===== src/rtl/ysyx_24110006_lsu_pkg.sv =====
// Shared encodings for the load/store unit: load types, FSM states and the
// misaligned-access exception causes.
package ysyx_24110006_lsu_pkg;

  typedef enum logic [2:0] {
    RT_LB  = 3'b000,
    RT_LH  = 3'b001,
    RT_LW  = 3'b010,
    RT_LBU = 3'b100,
    RT_LHU = 3'b101
  } read_t_e;

  typedef enum logic [1:0] {
    ST_IDLE = 2'd0,
    ST_REQ  = 2'd1,
    ST_RESP = 2'd2,
    ST_DONE = 2'd3
  } lsu_state_e;

  localparam logic [3:0] MCAUSE_LMIS = 4'd4;
  localparam logic [3:0] MCAUSE_SMIS = 4'd6;

  localparam logic [3:0] WMASK_HALF = 4'b0011;
  localparam logic [3:0] WMASK_WORD = 4'b1111;

endpackage


===== src/rtl/ysyx_24110006_lsu_align.sv =====
// Combinational lane steering: shifts store data/strobes into their byte lanes
// and pulls load data down from its lane with sign or zero extension.
module ysyx_24110006_lsu_align
  import ysyx_24110006_lsu_pkg::*;
#(
  parameter int DATA_W = 32
) (
  input  logic [1:0]        addr_lo,
  input  logic [3:0]        wmask,
  input  logic [DATA_W-1:0] wdata,
  input  logic [2:0]        read_t,
  input  logic [DATA_W-1:0] rdata,
  output logic [DATA_W-1:0] req_wdata,
  output logic [3:0]        req_wstrb,
  output logic [DATA_W-1:0] load_data
);

  logic [4:0]        shamt;
  logic [DATA_W-1:0] rword;

  assign shamt = {addr_lo, 3'b000};

  always_comb begin
    req_wdata = wdata << shamt;
    req_wstrb = wmask << addr_lo;
    rword     = rdata >> shamt;
    // Unknown load types fall through to the whole word.
    case (read_t)
      RT_LB:   load_data = {{(DATA_W-8){rword[7]}}, rword[7:0]};
      RT_LBU:  load_data = {{(DATA_W-8){1'b0}}, rword[7:0]};
      RT_LH:   load_data = {{(DATA_W-16){rword[15]}}, rword[15:0]};
      RT_LHU:  load_data = {{(DATA_W-16){1'b0}}, rword[15:0]};
      default: load_data = rword;
    endcase
  end

endmodule


===== src/rtl/ysyx_24110006_lsu.sv =====
// Load/store unit: turns one execute-stage bundle into a single-beat bus access
// and hands the writeback bundle on. Define LSU_MISALIGN_EN for misalign traps.
module ysyx_24110006_lsu
  import ysyx_24110006_lsu_pkg::*;
#(
  parameter int ADDR_W = 32,
  parameter int DATA_W = 32
) (
  input  logic              i_clock,
  input  logic              i_reset,
  input  logic              i_valid,
  output logic              o_ready,
  input  logic              i_mem_ren,
  input  logic              i_mem_wen,
  input  logic [3:0]        i_mem_wmask,
  input  logic [2:0]        i_mem_read_t,
  input  logic [ADDR_W-1:0] i_mem_addr,
  input  logic [DATA_W-1:0] i_mem_wdata,
  input  logic [DATA_W-1:0] i_result,
  input  logic [4:0]        i_reg_rd,
  input  logic              i_reg_wen,
  input  logic [31:0]       i_pc,
  output logic              o_valid,
  input  logic              i_ready,
  output logic [DATA_W-1:0] o_result,
  output logic [4:0]        o_reg_rd,
  output logic              o_reg_wen,
  output logic [31:0]       o_pc,
  output logic              o_req_valid,
  input  logic              i_req_ready,
  output logic              o_req_wen,
  output logic [ADDR_W-1:0] o_req_addr,
  output logic [DATA_W-1:0] o_req_wdata,
  output logic [3:0]        o_req_wstrb,
  input  logic              i_rsp_valid,
  output logic              o_rsp_ready,
  input  logic [DATA_W-1:0] i_rsp_rdata,
  input  logic              i_rsp_err,
  output logic              o_access_fault
`ifdef LSU_MISALIGN_EN
  ,
  output logic              o_exception,
  output logic [3:0]        o_mcause
`endif
);

  lsu_state_e        state_q, state_d;
  logic [ADDR_W-1:0] addr_q, addr_d;
  logic [DATA_W-1:0] wdata_q, wdata_d;
  logic [3:0]        wmask_q, wmask_d;
  logic [2:0]        read_t_q, read_t_d;
  logic              ren_q, ren_d;
  logic              wen_q, wen_d;
  logic [DATA_W-1:0] result_q, result_d;
  logic [4:0]        rd_q, rd_d;
  logic              reg_wen_q, reg_wen_d;
  logic [31:0]       pc_q, pc_d;
  logic              fault_q, fault_d;
`ifdef LSU_MISALIGN_EN
  logic              exc_q, exc_d;
  logic [3:0]        mcause_q, mcause_d;
  logic              misalign;
`endif

  logic              accept;
  logic [DATA_W-1:0] shifted_wdata;
  logic [3:0]        shifted_wstrb;
  logic [DATA_W-1:0] load_data;

  ysyx_24110006_lsu_align #(
    .DATA_W (DATA_W)
  ) u_align (
    .addr_lo   (addr_q[1:0]),
    .wmask     (wmask_q),
    .wdata     (wdata_q),
    .read_t    (read_t_q),
    .rdata     (i_rsp_rdata),
    .req_wdata (shifted_wdata),
    .req_wstrb (shifted_wstrb),
    .load_data (load_data)
  );

  assign o_ready = (state_q == ST_IDLE) || ((state_q == ST_DONE) && i_ready);
  assign accept  = i_valid && o_ready;

`ifdef LSU_MISALIGN_EN
  always_comb begin
    misalign = 1'b0;
    if (i_mem_ren) begin
      case (i_mem_read_t)
        RT_LH, RT_LHU: misalign = i_mem_addr[0];
        RT_LW:         misalign = (i_mem_addr[1:0] != 2'b00);
        default:       misalign = 1'b0;
      endcase
    end else if (i_mem_wen) begin
      case (i_mem_wmask)
        WMASK_HALF: misalign = i_mem_addr[0];
        WMASK_WORD: misalign = (i_mem_addr[1:0] != 2'b00);
        default:    misalign = 1'b0;
      endcase
    end
  end
`endif

  always_comb begin
    state_d   = state_q;
    addr_d    = addr_q;
    wdata_d   = wdata_q;
    wmask_d   = wmask_q;
    read_t_d  = read_t_q;
    ren_d     = ren_q;
    wen_d     = wen_q;
    result_d  = result_q;
    rd_d      = rd_q;
    reg_wen_d = reg_wen_q;
    pc_d      = pc_q;
    fault_d   = fault_q;
`ifdef LSU_MISALIGN_EN
    exc_d     = exc_q;
    mcause_d  = mcause_q;
`endif

    case (state_q)
      ST_REQ:  if (i_req_ready) state_d = ST_RESP;
      ST_RESP: begin
        if (i_rsp_valid) begin
          state_d = ST_DONE;
          fault_d = i_rsp_err;
          if (ren_q) result_d = load_data;
        end
      end
      ST_DONE: if (i_ready) state_d = ST_IDLE;
      default: ;
    endcase

    // A new bundle overrides the DONE->IDLE step so back-to-back issue works.
    if (accept) begin
      addr_d    = i_mem_addr;
      wdata_d   = i_mem_wdata;
      wmask_d   = i_mem_wmask;
      read_t_d  = i_mem_read_t;
      ren_d     = i_mem_ren;
      wen_d     = i_mem_wen;
      result_d  = i_result;
      rd_d      = i_reg_rd;
      reg_wen_d = i_reg_wen;
      pc_d      = i_pc;
      fault_d   = 1'b0;
      state_d   = (i_mem_ren || i_mem_wen) ? ST_REQ : ST_DONE;
`ifdef LSU_MISALIGN_EN
      exc_d     = 1'b0;
      mcause_d  = 4'd0;
      if (misalign) begin
        state_d   = ST_DONE;
        result_d  = DATA_W'(i_mem_addr);
        reg_wen_d = 1'b0;
        exc_d     = 1'b1;
        mcause_d  = i_mem_ren ? MCAUSE_LMIS : MCAUSE_SMIS;
      end
`endif
    end
  end

  always_ff @(posedge i_clock or negedge i_reset) begin
    if (!i_reset) begin
      state_q   <= ST_IDLE;
      addr_q    <= '0;
      wdata_q   <= '0;
      wmask_q   <= '0;
      read_t_q  <= '0;
      ren_q     <= 1'b0;
      wen_q     <= 1'b0;
      result_q  <= '0;
      rd_q      <= '0;
      reg_wen_q <= 1'b0;
      pc_q      <= '0;
      fault_q   <= 1'b0;
`ifdef LSU_MISALIGN_EN
      exc_q     <= 1'b0;
      mcause_q  <= '0;
`endif
    end else begin
      state_q   <= state_d;
      addr_q    <= addr_d;
      wdata_q   <= wdata_d;
      wmask_q   <= wmask_d;
      read_t_q  <= read_t_d;
      ren_q     <= ren_d;
      wen_q     <= wen_d;
      result_q  <= result_d;
      rd_q      <= rd_d;
      reg_wen_q <= reg_wen_d;
      pc_q      <= pc_d;
      fault_q   <= fault_d;
`ifdef LSU_MISALIGN_EN
      exc_q     <= exc_d;
      mcause_q  <= mcause_d;
`endif
    end
  end

  // A bundle flagged as both load and store is treated as a load.
  assign o_req_valid    = (state_q == ST_REQ);
  assign o_req_wen      = wen_q && !ren_q;
  assign o_req_addr     = {addr_q[ADDR_W-1:2], 2'b00};
  assign o_req_wdata    = shifted_wdata;
  assign o_req_wstrb    = o_req_wen ? shifted_wstrb : 4'b0000;
  assign o_rsp_ready    = (state_q == ST_RESP);
  assign o_valid        = (state_q == ST_DONE);
  assign o_result       = result_q;
  assign o_reg_rd       = rd_q;
  assign o_reg_wen      = reg_wen_q;
  assign o_pc           = pc_q;
  assign o_access_fault = fault_q;
`ifdef LSU_MISALIGN_EN
  assign o_exception    = exc_q;
  assign o_mcause       = mcause_q;
`endif

endmodule


===== config.mk =====
export PLATFORM = sky130hd
export DESIGN_NAME = ysyx_24110006_lsu
export DESIGN_NICKNAME = d
export VERILOG_FILES = /design/src/rtl/ysyx_24110006_lsu_pkg.sv /design/src/rtl/ysyx_24110006_lsu_align.sv /design/src/rtl/ysyx_24110006_lsu.sv
export SDC_FILE = /design/constraint.sdc
export NUM_CORES = 1
export LEC_CHECK = 0
export ABC_AREA = 1
export CAP_MARGIN = 30
export CORE_MARGIN = 5
export CORE_UTILIZATION = 47
export DETAILED_ROUTE_END_ITERATION = 16
export GPL_TIMING_DRIVEN = 0
export PLACE_DENSITY = 0.95
export SLEW_MARGIN = 20
export SYNTH_ARGS = -nofsm -noshare
export SYNTH_HDL_FRONTEND = slang
export SYNTH_SLANG_ARGS = --single-unit

===== constraint.sdc =====
create_clock -name i_clock -period 3.37 [get_ports i_clock]
set_input_delay 0.5055 -clock i_clock [delete_from_list [all_inputs] [get_ports i_clock]]
set_output_delay 0.5055 -clock i_clock [all_outputs]
set_load 0.05 [all_outputs]

==> out/metrics.csv <==
stage,metric,value,unit
cts,max-clock-path-buffers,2,
drt,viasPerCell,5.17,
sta,finalClockSkew,0.00967,ns
power,p_total,14.8,mW
grt,grt_pass1_wl,44500,um
synthesis,yosys-top-cells-area,"dfrtp_1 48%, nand2_1 28%, nor2_1 5.0%",
finish,final_nets,1603,
sta,rsz0062_at_grt,no,
cts,cts_tree,done,
sta,setup_slack,0.0813,ns
finish,drive_gt1_share,8.86,%
sta,finalHoldViolCount,0,
finish,syn_to_final_growth,55.3,%
drt,met2_length,14200,um
drt,final_antenna_net_count,0,
flow_run,maxCapViolCount,0,
cts,htree_levels,4,
floorplan,die-area,0.0189,sq mm
synthesis,yosys.area.top_type,dfrtp_1,
synthesis,synth_top_family_by_area,simple AND/OR/NAND/NOR gates,
floorplan,fp.dieW,138,um
cts,numCtsBuffers,17,
power,p_int,7.05,mW
finish,nFillCells,1158,
floorplan,die_y,138,um
floorplan,start_util,48.0,%
power,powerDensity,1240,mW/mm^2
place,gp_congestion,0.994,
floorplan,rows,46,
critical_path,critPathArrivalTime,2.78,ns
hold_path,holdCritPathClass,flip-flop to flip-flop,
synthesis,netlist_instances,1076,
sta,final_max_slew_viol_count,0,
power,switching_share,52.3,%
sta,setup_viol,0,
place,dp_hpwl,22100,um
synthesis,syn_area_per_cell,7.10,sq um
grt,grt_pass1_vias,8725,
drt,avgRoutedWirePerCell,17.8,um
sta,max-slew-margin-rel,61.9,%
drt,dr.max_layer_used,met5,
power,pwr-share-comb,64.3,%
sta,period_share,97.6,%
power,ir_drop,805,uV
cts,clock_latency,0.42,ns
floorplan,core_area,0.0159,sq mm
place,port_buffers,323,
power,power_switching,7.73,mW
cts,clk_pin_slew,0.06,ns
power,power_frac_seq,21.2,%
critical_path,worstSetupPathType,flip-flop to output port,
drt,wl_met1,10700,um
drt,firstDrtPassIters,8,
place,place_area,0.0112,sq mm
sta,worst_pin_slew,0.570,ns
synthesis,synth.distinct_cells,29,
cts,post-cts-setup-buffers,0,
critical_path,crit_required,2.86,ns
critical_path,cp_max_fo,10,
grt,grt_usage,30.7,%
synthesis,synth_warnings,0,
drt,drcViolationCount,0,
sta,timing.final.crit_period,3.29,ns
cts,root_buffer,clkbuf_16,
synthesis,ys_ff_latch,146,
synthesis,synth_xor_area_share,0,%
synthesis,syn-cell-area,0.00764,sq mm
drt,wirelength,29500,um
drt,met3WireLength,2900,um
power,clkPwrFrac,14.5,%
drt,vias,8545,
sta,holdWs,0.480,ns
floorplan,io-pin-count,326,
grt,grt_max_degree,101,
outcome,status,completed,
finish,design_area,0.0119,sq mm
critical_path,crit_path_start_kind,flip-flop,
power,total_leakage_power,6.18,nW
synthesis,seq_area_frac_synth,47.8,%
place,dp_slack,0.423,ns
synthesis,synthSimpleGateAreaFrac,35.7,%
grt,grt_overflow,0,
synthesis,synth_fa_ha_area_share,0,%
synthesis,synth-compound-area-share,5.32,%
sta,fmax,0.304,GHz
drt,drt_iter0_drc,783,
synthesis,synth.top_cell.area_share,47.8,%
critical_path,cp-end-kind,output port,
cts,cts.sinks,146,
synthesis,synth_mux_area_share,0.917,%
grt,antenna_found_initial,5,
finish,final_cell_mix,"562 x nand2_1, 313 x clkdlybuf4s50_1, 146 x dfrtp_1",
finish,layout_commonest_cell,nand2_1,
[sequential cells by signal, summed over array words and instances, names as in the netlist, 2 cells and up]
name	cells
o_reg_rd	5
state_q	2
wdata_q	32
read_t_q	3
wmask_q	4
o_result	32
addr_q	32
o_pc	32
[worst max-delay path: stages, from the launching register on]
cell and delay, ns:
dfrtp_1 0.38, inv_2 0.09, buf_4 0.17, buf_2 0.25
buf_2 0.28, nand2_1 0.10, a22oi_1 0.21, clkdlybuf4s50_1 0.88
[routing by layer]
layer | up-vias | GRT usage, %
li1 | 3953 | -
met4 | 8 | 17.1
met2 | 486 | 51.2
met5 | - | 0
met1 | 3975 | 35.4
met3 | 123 | 8.62
[timing repair]
| action | CTS | global route |
|---|---|---|
| gates resized for setup | 2 | 7 |
| endpoints found under the setup margin | 2 | 7 |
| hold endpoints to repair | 46 | 0 |
| hold buffers | 1 | 0 |
[area by class of cell]
| class | count | area, sq um | share of cell area [%] |
|---|---|---|---|
| antenna | 2 | 5.00 | 0.0421 |
| buffer | 95 | 602 | 5.07 |
| clock buffer | 21 | 460 | 3.88 |
| clock inverter | 11 | 199 | 1.68 |
| inverter | 47 | 176 | 1.49 |
| multi-input combinational | 789 | 3220 | 27.1 |
| sequential | 146 | 3650 | 30.8 |
| tap | 216 | 270 | 2.28 |
| timing repair buffer | 325 | 3290 | 27.7 |
[cell usage after synthesis]
cell      number
a22oi_1       10
or2_2          1
mux2i_1        7
o21ai_0       34
buf_4         45
inv_1         43
nand2_1      562
o21a_1         1
nand3b_1       1
nand3_1       38
inv_2          4
buf_6          4
conb_1         1
dfrtp_1      146
nor2_2         1
o21ai_1        1
nor3_1         2
nand2_2        1
a21oi_1       19
o211ai_1       1
buf_1          1
buf_2         37
o21ai_2        1
o31ai_1        1
o32ai_1        2
nand3_4        1
clkbuf_1       8
nor2_1       101
o22ai_1        2
[path summary, 6_finish.rpt]
| path | startpoint | endpoint | slack, ns | depth (start not counted) |
|---|---|---|---|---|
| hold / removal | addr_q[11]$_DFFE_PN0P_ | addr_q[11]$_DFFE_PN0P_ | 0.48 | 2 |
| min in group asynchronous | i_reset | wdata_q[26]$_DFFE_PN0P_ | 0.56 | 2 |
| hold reg to reg | addr_q[11]$_DFFE_PN0P_ | addr_q[11]$_DFFE_PN0P_ | 0.48 | 2 |
| max in group asynchronous | i_reset | o_result[0]$_DFFE_PN0P_ | 1.99 | 3 |
| setup / recovery | addr_q[0]$_DFFE_PN0P_ | o_req_wdata[24] | 0.08 | 7 |
| setup reg to reg | state_q[1]$_DFFE_PN0P_ | wdata_q[24]$_DFFE_PN0P_ | 1.62 | 8 |
[cell families (layout without fill, tap and decap cells)]
family	Yosys count	after routing
DFF	146	146
other	1	4
AOI/OAI and AO/OA	72	72
buffers and inverters	142	499
and+or+nand+nor	708	708
muxes	7	7
[power groups by stage]
stage | Sequential, mW | Clock, mW | Combinational, mW
global route | 3.23 | 2.23 | 10.1
finish | 3.14 | 2.14 | 9.51
detailed placement | 3.12 | 0 | 9.37
CTS | 3.12 | 2.15 | 9.46
floorplan | 4.39 | 0 | 4.95
global placement | 3.09 | 0 | 9.14
[metrics by stage]
stage          cells  util, %  TNS, ns
5_1_grt         1652     74.5        0
2_1_floorplan   1077        -        0
3_5_place_dp    1617     70.2        0
4_1_cts         1650     74.3        0
6_report        1652     74.5        0
3_3_place_gp    1616     69.9  -576.17
Power figures use the tool's default switching activity.
